File: src/rtl/fetch_stage_pkg.sv
// Shared constants for the IF stage: reset vector, bubble encoding, memory size
// and the fetch-FSM state encodings.
package fetch_stage_pkg;

   localparam logic [31:0] DEF_RESET_VECTOR = 32'h0000_0000;
   localparam logic [31:0] DEF_IMEM_BYTES   = 32'h0010_0000;
   localparam logic [31:0] DEF_NOP_INSTR    = 32'h0000_0013;

   localparam logic [1:0] S_BOOT = 2'd0;
   localparam logic [1:0] S_RUN  = 2'd1;
   localparam logic [1:0] S_HALT = 2'd2;

   // A fetch faults when it leaves the memory or is not word aligned.
   function automatic logic fetch_faults(input logic [31:0] adr,
                                         input logic [31:0] imem_bytes);
      return (adr >= imem_bytes) || (adr[1:0] != 2'b00);
   endfunction

endpackage

File: src/rtl/fetch_stage_if_id_reg.sv
// IF/ID pipeline register: captures a fetched instruction, holds it, or
// replaces it with a bubble.
module if_id_reg
   import fetch_stage_pkg::*;
#(
   parameter logic [31:0] NOP_INSTR = DEF_NOP_INSTR
) (
   input  logic        clk,
   input  logic        rst,
   input  logic        load,
   input  logic        hold,
   input  logic        bubble,
   input  logic [31:0] pc_p0,
   input  logic [31:0] instr_p0,
   input  logic        fault_p0,
   output logic [31:0] pc_p1,
   output logic [31:0] pc_plus4_p1,
   output logic [31:0] instr_p1,
   output logic        fault_p1,
   output logic        vld_p1
);

   // IF -> ID boundary
   always_ff @(posedge clk) begin
      if (rst || bubble) begin
         pc_p1       <= 32'h0;
         pc_plus4_p1 <= 32'h0;
         instr_p1    <= NOP_INSTR;
         fault_p1    <= 1'b0;
         vld_p1      <= 1'b0;
      end else if (load && !hold) begin
         pc_p1       <= pc_p0;
         pc_plus4_p1 <= pc_p0 + 32'd4;
         instr_p1    <= instr_p0;
         fault_p1    <= fault_p0;
         vld_p1      <= 1'b1;
      end
   end

endmodule

File: src/rtl/fetch_stage.sv
// IF stage: owns the PC and fetch FSM, resolves trap/redirect/flush/stall
// priority and feeds the IF/ID register.
module fetch_stage
   import fetch_stage_pkg::*;
#(
   parameter logic [31:0] RESET_VECTOR = DEF_RESET_VECTOR,
   parameter logic [31:0] IMEM_BYTES   = DEF_IMEM_BYTES,
   parameter logic [31:0] NOP_INSTR    = DEF_NOP_INSTR
) (
   input  logic        i_clk,
   input  logic        i_rst,
   input  logic        i_stall,
   input  logic        i_flush,
   input  logic        i_redirect_valid,
   input  logic [31:0] i_redirect_target,
   input  logic        i_trap_valid,
   input  logic [31:0] i_trap_vector,
   input  logic        i_halt,
   output logic [31:0] o_imem_adr,
   input  logic [31:0] i_imem_instr,
   output logic [31:0] o_if_id_pc,
   output logic [31:0] o_if_id_pc_plus4,
   output logic [31:0] o_if_id_instr,
   output logic        o_if_id_valid,
   output logic        o_if_id_fault,
   output logic        o_misaligned,
   output logic [31:0] o_misaligned_adr
);

   logic [31:0] pc_q, pc_d;
   logic [1:0]  state_q, state_d;
   logic [31:0] pc_inc;
   logic        fault_p0;
   logic [31:0] instr_p0;
   logic        redir_ok, redir_bad;
   logic        ifid_load, ifid_hold, ifid_bubble;
   logic        mis_set;

   assign o_imem_adr = pc_q;
   assign pc_inc     = pc_q + 32'd4;
   assign fault_p0   = fetch_faults(pc_q, IMEM_BYTES);
   assign instr_p0   = fault_p0 ? NOP_INSTR : i_imem_instr;
   assign redir_ok   = i_redirect_valid && (i_redirect_target[1:0] == 2'b00);
   assign redir_bad  = i_redirect_valid && (i_redirect_target[1:0] != 2'b00);

   always_comb begin
      pc_d        = pc_q;
      state_d     = state_q;
      ifid_load   = 1'b0;
      ifid_hold   = 1'b0;
      ifid_bubble = 1'b0;
      mis_set     = 1'b0;
      case (state_q)
         S_BOOT: begin
            ifid_bubble = 1'b1;
            state_d     = S_RUN;
         end
         S_RUN: begin
            if (i_trap_valid) begin
               pc_d        = i_trap_vector;
               ifid_bubble = 1'b1;
            end else if (redir_ok) begin
               pc_d        = i_redirect_target;
               ifid_bubble = 1'b1;
            end else begin
               // A rejected redirect falls through to the ordinary rules.
               mis_set = redir_bad;
               if (i_flush) begin
                  ifid_bubble = 1'b1;
                  if (!i_stall) pc_d = pc_inc;
               end else if (i_stall) begin
                  ifid_hold = 1'b1;
               end else begin
                  ifid_load = 1'b1;
                  pc_d      = pc_inc;
               end
               if (i_halt && !i_stall) state_d = S_HALT;
            end
         end
         S_HALT: begin
            ifid_bubble = 1'b1;
            if (i_trap_valid) begin
               pc_d    = i_trap_vector;
               state_d = S_RUN;
            end else if (redir_ok) begin
               pc_d    = i_redirect_target;
               state_d = S_RUN;
            end else begin
               mis_set = redir_bad;
            end
         end
         default: begin
            ifid_bubble = 1'b1;
            state_d     = S_BOOT;
         end
      endcase
   end

   always_ff @(posedge i_clk) begin
      if (i_rst) begin
         pc_q             <= RESET_VECTOR;
         state_q          <= S_BOOT;
         o_misaligned     <= 1'b0;
         o_misaligned_adr <= 32'h0;
      end else begin
         pc_q         <= pc_d;
         state_q      <= state_d;
         o_misaligned <= mis_set;
         if (mis_set) o_misaligned_adr <= i_redirect_target;
      end
   end

   if_id_reg #(
      .NOP_INSTR (NOP_INSTR)
   ) u_if_id (
      .clk         (i_clk),
      .rst         (i_rst),
      .load        (ifid_load),
      .hold        (ifid_hold),
      .bubble      (ifid_bubble),
      .pc_p0       (pc_q),
      .instr_p0    (instr_p0),
      .fault_p0    (fault_p0),
      .pc_p1       (o_if_id_pc),
      .pc_plus4_p1 (o_if_id_pc_plus4),
      .instr_p1    (o_if_id_instr),
      .fault_p1    (o_if_id_fault),
      .vld_p1      (o_if_id_valid)
   );

endmodule

File: config.mk
export PLATFORM = sky130hd
export DESIGN_NAME = fetch_stage
export DESIGN_NICKNAME = d
export VERILOG_FILES = /design/src/rtl/fetch_stage_pkg.sv /design/src/rtl/fetch_stage_if_id_reg.sv /design/src/rtl/fetch_stage.sv
export SDC_FILE = /design/constraint.sdc
export NUM_CORES = 1
export LEC_CHECK = 0
export BUFFER_PORTS_ARGS = -buffer_cell sky130_fd_sc_hd__buf_2
export CAP_MARGIN = 0
export CELL_PAD_IN_SITES_DETAIL_PLACEMENT = 0
export CELL_PAD_IN_SITES_GLOBAL_PLACEMENT = 2
export CORE_MARGIN = 2
export CORE_UTILIZATION = 28
export CTS_CLUSTER_DIAMETER = 100
export DETAILED_ROUTE_END_ITERATION = 10
export PLACE_DENSITY = 0.88
export SETUP_SLACK_MARGIN = 0.5
export SKIP_LAST_GASP = 1
export SYNTH_ARGS = -nofsm -noshare
export SYNTH_HDL_FRONTEND = slang
export SYNTH_SLANG_ARGS = --single-unit
export TNS_END_PERCENT = 20
File: constraint.sdc
create_clock -name i_clk -period 2.65 [get_ports i_clk]
set_input_delay 0.1325 -clock i_clk [delete_from_list [all_inputs] [get_ports i_clk]]
set_output_delay 0.1325 -clock i_clk [all_outputs]
set_load 0.03 [all_outputs]
==> flow_metrics.env, run 1 <==
export IMPL_status="complete, no violations"
export IMPL_layout_nets=1308
export IMPL_rsz0062_at_grt="yes"
export IMPL_antenna_cells=0
export IMPL_antenna_found_initial=2
export IMPL_grt_max_degree=55
export IMPL_slew_limit_headroom_pct=44.1
export IMPL_yosysSeqAreaShare_pct=44.4
export IMPL_via_per_inst=4.94
export IMPL_cts_made_buffers=17
export IMPL_setup_tns_ns=0
export IMPL_grt_pass1_vias=7021
export IMPL_synth_ff_latch_count=163
export IMPL_setup_viol_count_final=0
export IMPL_synth_cell_type_count=57
export IMPL_fmax_ghz=0.491
export IMPL_wl_um=27700
export IMPL_remaining_drc_errors=0
export IMPL_timing_critical_path_from="o_imem_adr[24]"
export IMPL_maxCapViolCount=0
export IMPL_cts_root_buf="clkbuf_16"
export IMPL_via_count=7643
export IMPL_drtIter0Drc=546
export IMPL_grt_first_pass_wirelength_um=42100
export IMPL_grt_remaining_overflow=0
export IMPL_holdWs_ns=0.0334
export IMPL_cts_tree="done"
export IMPL_ys_top_cells_by_area="dfxtp_1, mux2i_1, nor2_1, a21oi_1, nand2_1"
export IMPL_async_flop_share_pct=0
export IMPL_ys_flop_type="dfxtp_1"
export IMPL_worst_slew_pin_slew_ns=0.839
export IMPL_r2r_worst_path_cells=5
export IMPL_min_period_ns=2.04
export IMPL_drive_gt1_share_pct=31.2
export IMPL_io_pins=266
export IMPL_syn2layout_area_growth_pct=42.3
export IMPL_hp_start="i_trap_vector[13]"
export IMPL_dr_pass1_iters=5
export IMPL_hold_depth=3
export IMPL_track_usage_pct=19.4
export IMPL_synth_edff_count=0
export IMPL_clock_skew_ns=0.0127
export IMPL_yosysTopAreaCell="dfxtp_1"
export IMPL_clkLatencyLatePin_ns=0.43
export IMPL_dieHeight_um=166
export IMPL_io_buffers=265
export IMPL_hold_violations=0
export IMPL_synth_area_um2=7350
export IMPL_core_area_um2=25900
export IMPL_die_area_um2=27500
export IMPL_hold_class="input port to flip-flop"
export IMPL_syn_nets=999
export IMPL_clk_pin_slew_ns=0.07
export IMPL_chipWidth_um=166
export IMPL_std_cell_rows=59
export IMPL_netlist_instances=890
export IMPL_synth_top_cell_area_share_pct=44.4
export IMPL_antenna_left=0
export IMPL_crit_arrival_ns=2.39
export IMPL_r2r_start="o_imem_adr[24]"
export IMPL_timing_final_crit_share_pct=76.8
export IMPL_postSynthAreaPerCell_um2=8.25
export IMPL_cts_buffer_depth=2
export IMPL_vdd_drop_max_mv=0.365
export IMPL_mostFrequentLayoutCells="buf_2, dfxtp_1, nor2_1, nand2_1, a21oi_1"
export IMPL_critPathLaunchType="flip-flop"
export IMPL_slew_viol_final=0
export IMPL_ys_warn_count=0
export IMPL_dpl_hpwl_um=20300
export IMPL_critPathKind="flip-flop to flip-flop"
export IMPL_p_per_area_nw_per_um2=817
export IMPL_critPathRequiredTime_ns=3.00
export IMPL_start_util_pct=28.3
export IMPL_gp_congestion=0.820
export IMPL_end_kind="flip-flop"
export IMPL_cts_sinks=163
export IMPL_p_leak_uw=0.00456
export IMPL_critPathMaxFanout=9
export IMPL_ctsHtreeMaxLevel=4
export IMPL_post_drt_wl_per_cell_um=17.9
export IMPL_final_common_cell="buf_2"
metal layers:
metal  up-vias  track usage (%)  routed length [um]
li1       3772                -                   -
met1      3547             28.0               13500
met2       297             29.3               12000
met3        23             4.79                1800
met4         4             4.05                 382
met5         -                0                  27
worst max-delay path: stages, from the launching register on:
cell and delay [ns]:
dfxtp_1 0.51, nand3_1 0.19, nor4_4 0.37, nand4_2 0.21
or4_1 0.53, a31oi_1 0.14
final timing paths:
| kind | end | slack, ns |
|---|---|---|
| hold reg to reg | o_misaligned_adr[2] | 0.45 |
| setup / recovery | o_imem_adr[30] | 0.61 |
| setup reg to reg | o_imem_adr[30] | 0.61 |
| hold / removal | o_imem_adr[13] | 0.03 |
final cells by class:
cell class,instances,area [um^2]
Inverter,15,56.3
Tap cell,335,419
Timing Repair Buffer,368,2280
Clock buffer,17,425
Sequential cell,163,3280
Fill cell,2660,15500
Clock inverter,15,190
Multi-Input combinational cell,634,3810
timing repair:
action / CTS / global route
setup endpoints to repair: 17 / 81
buffers inserted: 0 / 3
cloned: 0 / 0
hold buffers: 64 / 0
endpoints found under the hold margin: 64 / 0
resized for setup: 13 / 19
pin swaps: 2 / 3
flip-flops by register name, summed over array words and instances (netlist names):
register and cells:
state_q 2, u_if_id.fault_p1 1, u_if_id.vld_p1 1, u_if_id.pc_plus4_p1 32
o_misaligned_adr 32, o_imem_adr 32, u_if_id.instr_p1 32, o_misaligned 1
u_if_id.pc_p1 30
cell usage after synthesis (4+ instances only):
master,n
dfxtp_1,163
nor2_1,116
nand2_1,104
a21oi_1,81
o21ai_0,61
clkbuf_1,55
mux2i_1,45
a22oi_1,29
nand3_1,20
nor3_1,18
buf_2,17
inv_1,14
nor4_1,13
xor2_1,13
a31oi_1,12
and3_1,12
xnor2_1,11
nand4_1,10
o211ai_1,9
ha_1,6
or3_1,6
and2_1,4
buf_4,4
o32ai_1,4
or4_1,4
stage by stage:
step	cells	power [uW]	util [%]	setup slack, ns	cell area, um^2
finish	1547	8540	40.3	0.614	10500
global route	1547	8990	40.3	0.471	10500
CTS	1544	8560	40.1	0.422	10400
detailed placement	1448	5940	35.1	0.378	9080
global placement	1448	5930	35.1	0.364	9080
floorplan	890	4900	-	0.482	7350
cell families after synthesis:
family                     Yosys count  share of synthesized area, %
xor gates and xnor gates            24                          2.86
DFF                                163                          44.4
muxes                               45                          6.13
and+or+nand+nor                    330                          21.3
AOI/OAI and AO/OA                  229                          19.0
buffers and inverters               93                          5.25
adders and majority gates            6                          1.02
report_power, final:
part / switching, uW / internal [uW] / leakage [uW]
Combinational: 1790 / 1000 / 0.00294
Sequential: 504 / 2730 / 0.00133
Clock: 1230 / 1280 / 0.000294
(Power assumes the default switching activity.)
==> run 2, diff against run 1 <==
CORE_UTILIZATION = 25   (was 28)
PLACE_DENSITY = 0.83   (was 0.88)
clock period = 1.8 ns   (was 2.65 ns; I/O delays follow)
==> run 2 against run 1 <==
Design area up 17%. Cell count up 10%. Clock skew up 0.00055 ns. Flip-flop and latch count unchanged. Critical path type unchanged. Highest routed layer unchanged.
==> flow_metrics.env, run 2 (synthesized netlist as in run 1, its figures left out) <==
export IMPL_remaining_drc_errors=0
export IMPL_crit_buf_inv=4
export IMPL_setup_viol_count_final=0
export IMPL_clkLatencyLatePin_ns=0.44
export IMPL_worstPathCellList="inv_4 > ha_4 > nor2_4 > buf_6 > o32ai_4 > buf_6 > buf_6 > nor3_2 > mux2i_1 > a21oi_1"
export IMPL_grt_remaining_overflow=0
export IMPL_power_uw=14300
export IMPL_ctsHtreeMaxLevel=4
export IMPL_die_area_um2=30800
export IMPL_syn2layout_area_growth_pct=66.3
export IMPL_critPathLaunchType="flip-flop"
export IMPL_layout_nets=1417
export IMPL_cts_buffer_depth=2
export IMPL_rsz0062_at_grt="yes"
export IMPL_use_met3_pct=5.17
export IMPL_cts_made_buffers=17
export IMPL_cp_common_cell="buf_6"
export IMPL_holdWs_ns=0.0173
export IMPL_clk_pin_slew_ns=0.07
export IMPL_cts_sinks=163
export IMPL_grt_first_pass_wirelength_um=44600
export IMPL_io_buffers=265
export IMPL_mostFrequentLayoutCells="buf_2, dfxtp_1, nor2_1, buf_4, nand2_1"
export IMPL_grt_pass1_vias=7668
export IMPL_worst_slew_pin_slew_ns=0.496
export IMPL_dr_pass1_iters=5
export IMPL_end_kind="flip-flop"
export IMPL_critPathKind="flip-flop to flip-flop"
export IMPL_dp_cells=1571
export IMPL_min_period_ns=1.79
export IMPL_slew_limit_headroom_pct=66.6
export IMPL_antenna_found_initial=6
export IMPL_vdd_drop_max_mv=0.675
export IMPL_cts_root_buf="clkbuf_16"
export IMPL_crit_slowest_cell="dfxtp_4"
export IMPL_use_met2_pct=29.0
export IMPL_track_usage_pct=18.8
export IMPL_power_switching_uw=5510
export IMPL_internal_power_uw=8800
export IMPL_start_util_pct=25.5
export IMPL_use_met1_pct=25.9
export IMPL_critPathMaxFanout=8
export IMPL_crit_arrival_ns=2.10
export IMPL_core_area_um2=28800
export IMPL_via_per_inst=4.81
export IMPL_wl_um=31100
export IMPL_hold_class="input port to flip-flop"
export IMPL_p_leak_uw=0.00546
export IMPL_io_pins=266
export IMPL_chipWidth_um=175
export IMPL_grt_max_degree=41
export IMPL_dieHeight_um=175
export IMPL_maxCapViolCount=0
export IMPL_timing_final_crit_share_pct=99.5
export IMPL_p_per_area_nw_per_um2=1170
export IMPL_p_comb_share_pct=42.6
export IMPL_antenna_left=0
export IMPL_gp_congestion=0.864
export IMPL_dpl_hpwl_um=22300
export IMPL_crit_path_max_incr_delay_ns=0.36
export IMPL_sw_frac_of_total_pct=38.5
export IMPL_fillCellCount=2893
export IMPL_cts_tree="done"
export IMPL_final_common_cell="buf_2"
export IMPL_crit_family="buffers and inverters"
export IMPL_slew_viol_final=0
export IMPL_globalRoute_busiestLayer="met2"
export IMPL_via_count=8202
export IMPL_instances_no_fill=1706
export IMPL_fmax_ghz=0.559
export IMPL_status="complete, no violations"
export IMPL_drive_gt1_share_pct=43.4
export IMPL_hold_violations=0
export IMPL_p_clk_share_pct=25.6
export IMPL_drtIter0Drc=395
export IMPL_post_drt_wl_per_cell_um=18.2
export IMPL_p_seq_share_pct=31.8
export IMPL_critPathRequiredTime_ns=2.11
export IMPL_clock_skew_ns=0.0132
export IMPL_std_cell_rows=62
## run 2: final cells by class
cell class,instances,area (um^2),share of cell area [%]
inverters,15,61.3,0.502
repair buffers,477,3410,27.9
flip-flops and latches,163,3350,27.4
clock buffers,24,524,4.29
diodes,1,2.50,0.0205
multi-input cells,634,4330,35.4
well taps,384,480,3.93
clock inverters,8,61.3,0.502
## run 2: through the flow
| stage | setup slack (ns) | setup TNS (ns) | instance area [um^2] | utilization [%] |
|---|---|---|---|---|
| floorplan | -0.119 | -0.560 | 7660 | - |
| global placement | -0.0325 | -0.0496 | 9990 | 34.7 |
| detailed placement | -0.0402 | -0.807 | 9990 | 34.7 |
| CTS | 0.0249 | 0 | 11600 | 40.2 |
| global route | -0.0897 | -1.78 | 12200 | 42.4 |
| finish | 0.00950 | 0 | 12200 | 42.5 |
## run 2: layer usage
layer | vias up | share of wire (%)
met5 | - | 0.13
met4 | 6 | 1.6
met3 | 41 | 7.1
met2 | 307 | 45
met1 | 3853 | 46
li1 | 3995 | -
## run 2: worst register-to-register path, cell delays in order, from the launching register on
cell,delay (ns)
dfxtp_4,0.36
inv_4,0.06
ha_4,0.18
nor2_4,0.05
buf_6,0.12
o32ai_4,0.32
buf_6,0.19
buf_6,0.11
nor3_2,0.03
mux2i_1,0.15
a21oi_1,0.09
## run 2: timing repair
| action | CTS | global route |
|---|---|---|
| gates resized for setup | 30 | 115 |
| setup buffers | 13 | 9 |
| endpoints found under the setup margin | 166 | 170 |
| pin swaps | 18 | 64 |
| hold buffers | 70 | 0 |
| gates cloned | 3 | 7 |
| endpoints found under the hold margin | 72 | 0 |
## run 2: power by group through the flow
stage	Combinational (uW)	Sequential (uW)	Clock [uW]
2_1_floorplan	2320	5240	0
3_3_place_gp	5050	4600	0
3_5_place_dp	5060	4610	0
4_1_cts	5650	4540	3730
5_1_grt	6530	4600	3880
6_report	6100	4550	3670
## run 2: path summary, 6_finish.rpt
| path | startpoint | end | slack [ns] | cells after the start |
|---|---|---|---|---|
| setup / recovery | state_q[0] | o_imem_adr[28] | 0.01 | 10 |
| hold / removal | i_trap_vector[9] | o_imem_adr[9] | 0.02 | 4 |
| setup reg to reg | state_q[0] | o_imem_adr[28] | 0.01 | 10 |
| hold reg to reg | u_if_id.pc_plus4_p1[7] | u_if_id.pc_plus4_p1[7] | 0.46 | 2 |
